==> src/rtl/rr_encoder32to5_pkg.sv <==
// rr_encoder32to5_pkg: shared constants and FSM state encoding for the round-robin encoder
package rr_encoder32to5_pkg;
  localparam int N = 32;
  localparam int W = 5;
  typedef enum logic {IDLE = 1'b0, HOLD = 1'b1} state_t;
endpackage

==> src/rtl/rr_encoder32to5_pick.sv <==
// rr_pick32: combinational round-robin pick of the first set request at or after ptr
module rr_pick32
  import rr_encoder32to5_pkg::*;
(
  input  logic [N-1:0] req,
  input  logic [W-1:0] ptr,
  output logic         found,
  output logic [W-1:0] index
);
  logic [2*N-1:0] dbl;
  logic [N-1:0] rot;
  logic [W-1:0] off;
  assign dbl = {req, req} >> ptr;
  assign rot = dbl[N-1:0];
  assign found = |req;
  assign index = off + ptr;
  // lowest set bit of the rotated vector is the first requester at or after ptr
  always_comb begin
    off = '0;
    for (int i = N - 1; i >= 0; i--) off = rot[i] ? W'(i) : off;
  end
endmodule

==> src/rtl/rr_encoder32to5.sv <==
// rr_encoder32to5: round-robin 32-to-5 encoder with registered index and valid/ready handshake
module rr_encoder32to5
  import rr_encoder32to5_pkg::*;
(
  input  logic         clk,
  input  logic         reset,
  input  logic [N-1:0] req,
  input  logic         ready,
  output logic         valid,
  output logic [W-1:0] idx,
  output logic [N-1:0] grant,
  output logic [W-1:0] ptr_q
);
  state_t state_q, state_d;
  logic found;
  logic [W-1:0] pick;
  rr_pick32 u_pick (.req(req), .ptr(ptr_q), .found(found), .index(pick));
  assign valid = state_q == HOLD;
  assign grant = valid ? N'(1) << idx : '0;
  // grant on any request when idle, release on ready when holding
  always_comb begin
    state_d = state_q;
    if (state_q == IDLE) state_d = found ? HOLD : IDLE;
    else state_d = ready ? IDLE : HOLD;
  end
  // state, held index and rotating priority pointer
  always_ff @(posedge clk) begin
    if (reset) begin
      state_q <= IDLE;
      idx <= '0;
      ptr_q <= '0;
    end else begin
      state_q <= state_d;
      if (state_q == IDLE && found) idx <= pick;
      if (state_q == HOLD && ready) ptr_q <= idx + 1'b1;
    end
  end
endmodule

==> config.mk <==
export PLATFORM = sky130hd
export DESIGN_NAME = rr_encoder32to5
export DESIGN_NICKNAME = d
export VERILOG_FILES = /design/src/rtl/rr_encoder32to5_pkg.sv /design/src/rtl/rr_encoder32to5_pick.sv /design/src/rtl/rr_encoder32to5.sv
export SDC_FILE = /design/constraint.sdc
export NUM_CORES = 1
export LEC_CHECK = 0
export CORE_MARGIN = 3
export CORE_UTILIZATION = 37
export CTS_BUF_LIST = sky130_fd_sc_hd__clkbuf_8
export DETAILED_ROUTE_END_ITERATION = 10
export SYNTH_ARGS = -nofsm -noshare
export SYNTH_HDL_FRONTEND = slang
export SYNTH_SLANG_ARGS = --single-unit
==> constraint.sdc <==
create_clock -name clk -period 7.12 [get_ports clk]
set_input_delay 1.068 -clock clk [delete_from_list [all_inputs] [get_ports clk]]
set_output_delay 1.068 -clock clk [all_outputs]
set_load 0.005 [all_outputs]
[After elaboration in Yosys (flattened, before gate mapping)]
Cells that the tools add are included.
Widths: inputs -> output; s select.
Cells by class
  shift-type cells: 2
  reductions and logical operators: 3
  muxes and demuxes: 36
  bitwise operators: 1
  $add $sub $neg: 2
Operators with widths (number)
  $mux 5: 32
  $shr 64x5->32: 1
  $mux 32: 1
  $reduce_or 32->1: 1
  $shl 1x5->32 const A: 1
  $add 5x1->5 const B: 1
  $add 5x5->5: 1
  $mux 1: 3
  $logic_and 1x1->1: 2
  $not 1->1: 1
Word-level totals
  register bits: 11
  logic and storage cells: 47
  bits of input ports: 35

[Depth between registers and ports, before layout]
  depth after elaboration: 34
  gate-level depth with buffers: 19

[Cells and area by module]
From an unflattened synthesis, not the netlist that was laid out.
Unflattened totals
  cell total of the unflattened synthesis: 470
  area, all modules: 4679.5 µm²
Modules (own cells, without submodules)
  rr_pick32: area each 3918.8 µm², cells each 365, sequential area each 0.0 µm², instances 1
  rr_encoder32to5: area each 760.7 µm², cells each 105, sequential area each 220.2 µm², instances 1

[Worst setup path after synthesis]
Ideal clock, no wire load.
  kind: input-to-reg
  start: in req[13]
  end: reg idx[4]
  setup time: 79 ps
  required time: 7041 ps
  cell stages on the path: 16
  slack: 2520 ps
  data arrival time: 4521 ps
  cell sequence: mux4_2 > mux4_2 > mux2_2 > or4b_2 > o211ai_1 > nor2_1 > a21oi_1 > ha_1 > inv_1 > fa_1 > inv_1 > a21o_1 > a21oi_1 > xnor2_1 > xnor2_1 > a211oi_2
Between the ends
  longest elaborated chain between the ends: 34
  elaborated cells on any way between the ends: 36
RTL lines
  from (decl): RTL line rr_encoder32to5.sv:7  | input logic [N-1:0] req,
  $shr 64x5->32: RTL line rr_encoder32to5_pick.sv:13  | assign dbl = {req, req} >> ptr;
  $mux 5 (32 in a row): RTL line rr_encoder32to5_pick.sv:20  | for (int i = N - 1; i >= 0; i--) off = rot[i] ? W'(i) : off;
  $add 5x5->5: RTL line rr_encoder32to5_pick.sv:16  | assign index = off + ptr;
  to (signal assigned): RTL line rr_encoder32to5.sv:34  | if (state_q == IDLE && found) idx <= pick;
  to (decl): RTL line rr_encoder32to5.sv:10  | output logic [W-1:0] idx,
Parallel ways exist; a longest one is shown, timed or not.
A chain may end at the register's enable or synchronous reset.

[Final worst setup path]
Ends and elaborated chain as after synthesis.

==> reports/qor.csv <==
stage,metric,value,unit
clocking,cts_tree,done,
worst_setup_path,crit_type,input port to register,
hold_path,hold_path_depth,2,
die,coreArea,9370,µm²
clocking,ctsResizeCount,0,
layout,antenna_cells,0,
power,seqPwrFrac,0.150,
sta,maxSlewViolCount,0,
worst_setup_path,max_stage_delay,680,ps
die,die-width,105,µm
clocking,root_buffer,clkbuf_8,
global_route,overflow,0,
synth,synth_nets,443,
layout,instances_no_fill,584,
worst_setup_path,cp_top_family,multiplexers,
power,p_comb_frac,0.742,
route,wl_per_cell,21.3,µm
die,fp.dieArea,11000,µm²
worst_setup_path,worstPathRequired,7280,ps
synth,synth_edf_count,0,
synth,yosysTopAreaCell,mux4_2,
sta,rsz0062_at_grt,no,
placement,io_buffer_count,77,
synth,netlist_area,3610,µm²
route,first_iter_violations,358,
die,row_count,35,
worst_setup_path,critPathCaptureType,register,
power,sw_frac_of_total,0.462,
sta,tightest_slew,731,ps
power,p_per_area,124,nW/µm²
synth,synth.top_cell.area_share,0.337,
power,finalPower,0.000559,W
layout,syn_to_final_growth,24.8,%
power,leakage,1.52,nW
layout,final_layout_size_suffix_gt1_frac,0.207,
synth,synth_commonest_cells,"nor2_1, mux4_2, mux2i_1, nand2_1, mux2_2",
synth,synth_cells,397,
die,io_pins,78,
worst_setup_path,critPathMaxFanout,5,
placement,gp_congestion,0.933,
clocking,clock-sinks,11,
placement,placed_area,4460,µm²
synth,yosysSeqAreaShare,0.0610,
worst_setup_path,cp.depth,17,
sta,hold_violations,0,
clocking,insertion_delay,240,ps
route,final_antenna_net_count,0,
power,p_sw,0.000258,W
global_route,first_global_vias,3590,
worst_setup_path,rr_worst_depth,18,
global_route,grtUsageTotal,0.223,
clocking,clk_pin_slew,50,ps
synth,synth-seq-cells,11,
synth,synth-async-reset-ratio,0,
global_route,grt_pass1_wl,20100,µm
global_route,antenna_found_initial,0,
run,cap_violations,0,
route,drc_errors,0,
synth,yosysMostFrequentCell,nor2_1,
route,routed_wl,12400,µm
status,status,"complete, no violations",
route,via_per_inst,6.40,
clocking,ctsHoldBuffers,0,
power,p_int,0.000301,W
clocking,cts_setup_buffers,0,
synth,avgSynthCellArea,9.09,µm²
sta,min_period_over_period,0.749,
placement,dp_hpwl,9980,µm
die,die_height,105,µm
placement,place_worst_setup_slack,1570,ps
synth,synthFlopType,dfxtp_1,
route,drt_first_pass_iters,4,
worst_setup_path,start_kind,input port,
synth,synth_area_leaders,"mux4_2, mux2i_1, mux2_2",
synth,ys_warn_count,0,
sta,tns,0,ps
power,pwr-share-clk,0.108,
layout,nets,502,
sta,min_period,5330,ps
worst_setup_path,cp_slowest_cell,or4b_2,
synth,yosysUniqueCellTypes,58,
clocking,cts_buffer_depth,2,
layout,stdcell_area,4510,µm²
placement,place_inst,580,
worst_setup_path,arrival,5490,ps
power,ir_worst_vdd,0.0827,mV
clocking,cts_max_level,1,
sta,fin_ws,1790,ps
worst_setup_path,ff2ff_setup_slack,1950,ps
clocking,numCtsBuffers,3,
sta,max_slew_margin,0.512,
hold_path,hold_class,register to register,
route,num_vias,3738,
global_route,grt_max_degree,35,
worst_setup_path,path_buf_inv,3,
sta,max_freq,187,MHz
worst_setup_path,crit_chain,clkdlybuf4s50_1 > mux4_2 > mux4_2 > mux2_2 > or4b_2 > o211ai_1 > nor2_1 > a21oi_1 > ha_1 > inv_1 > fa_1 > inv_1 > a21o_1 > a21oi_1 > xnor2_1 > xnor2_1 > a211oi_2,
sta,finClkSkew,3.77,ps
sta,setup_viol,0,
die,initial_core_util,0.385,
==> power by group through the flow <==
| stage | Clock (W) | Combinational (W) | Sequential [W] |
|---|---|---|---|
| after floorplan | 0 | 0.000290 | 0.0000749 |
| after global placement | 0 | 0.000404 | 0.0000849 |
| after detailed placement | 0 | 0.000405 | 0.0000848 |
| after CTS | 0.0000629 | 0.000407 | 0.0000835 |
| after global routing | 0.0000658 | 0.000445 | 0.0000856 |
| final | 0.0000605 | 0.000415 | 0.0000836 |
==> through the flow <==
stage / hold WS (ps) / util
after floorplan: 547 / -
after global placement: 601 / 0.476
after detailed placement: 626 / 0.476
after CTS: 634 / 0.481
after global routing: 663 / 0.481
final: 632 / 0.481
==> cell families after synthesis <==
logic type	count (synthesis)	share of synthesized area
buffers and inverters	41	0.0468
XOR/XNOR	6	0.0146
adder cells (fa/ha/maj)	11	0.0402
multiplexers	111	0.502
AO/OA/AOI/OAI	68	0.138
flip-flops	11	0.0610
AND/OR/NAND/NOR	149	0.197
==> state kept, by name, summed over array words and instances, names as in the netlist <==
name / cells
idx: 5
ptr_q: 5
valid: 1
==> layer usage <==
| metal | up-vias | track usage | routed length (µm) |
|---|---|---|---|
| met4 | 0 | 0.0478 | 257 |
| met5 | - | 0 | 0 |
| li1 | 1690 | - | - |
| met3 | 22 | 0.0259 | 797 |
| met1 | 1862 | 0.318 | 5400 |
| met2 | 164 | 0.365 | 5970 |
==> cell usage in the layout (no fill, tap or decap), drive strengths merged, types with 5 or more instances in the layout <==
master	Yosys	final
mux4	54	54
nor2	58	58
ha	10	10
nand3	12	12
o21ai	8	8
o22ai	11	11
inv	13	14
a21oi	7	7
buf	13	5
nand2b	14	14
nand2	28	28
o211ai	5	5
dfxtp	11	11
clkdlybuf4s50	0	77
mux2	21	21
nor4	11	11
a211oi	9	9
mux2i	36	36
==> tightest hold or removal path: stages, from the launching register on <==
cell      delay [ps]
dfxtp_1          390
nor2_1           140
a211oi_1          60
==> final timing paths <==
kind / startpoint / to
min reg2reg: idx[1] / idx[1]
max: req[13] / idx[4]
max reg2reg: ptr_q[1] / idx[4]
min: idx[1] / idx[1]
==> area by class of cell <==
cell class	count	area (µm²)
Sequential cell	11	221
Clock inverter	1	3.75
Fill cell	931	4870
Multi-Input combinational cell	345	3220
Inverter	13	48.8
Tap cell	129	161
Clock buffer	3	41.3
Timing Repair Buffer	82	808
(Power assumes the default switching activity.)
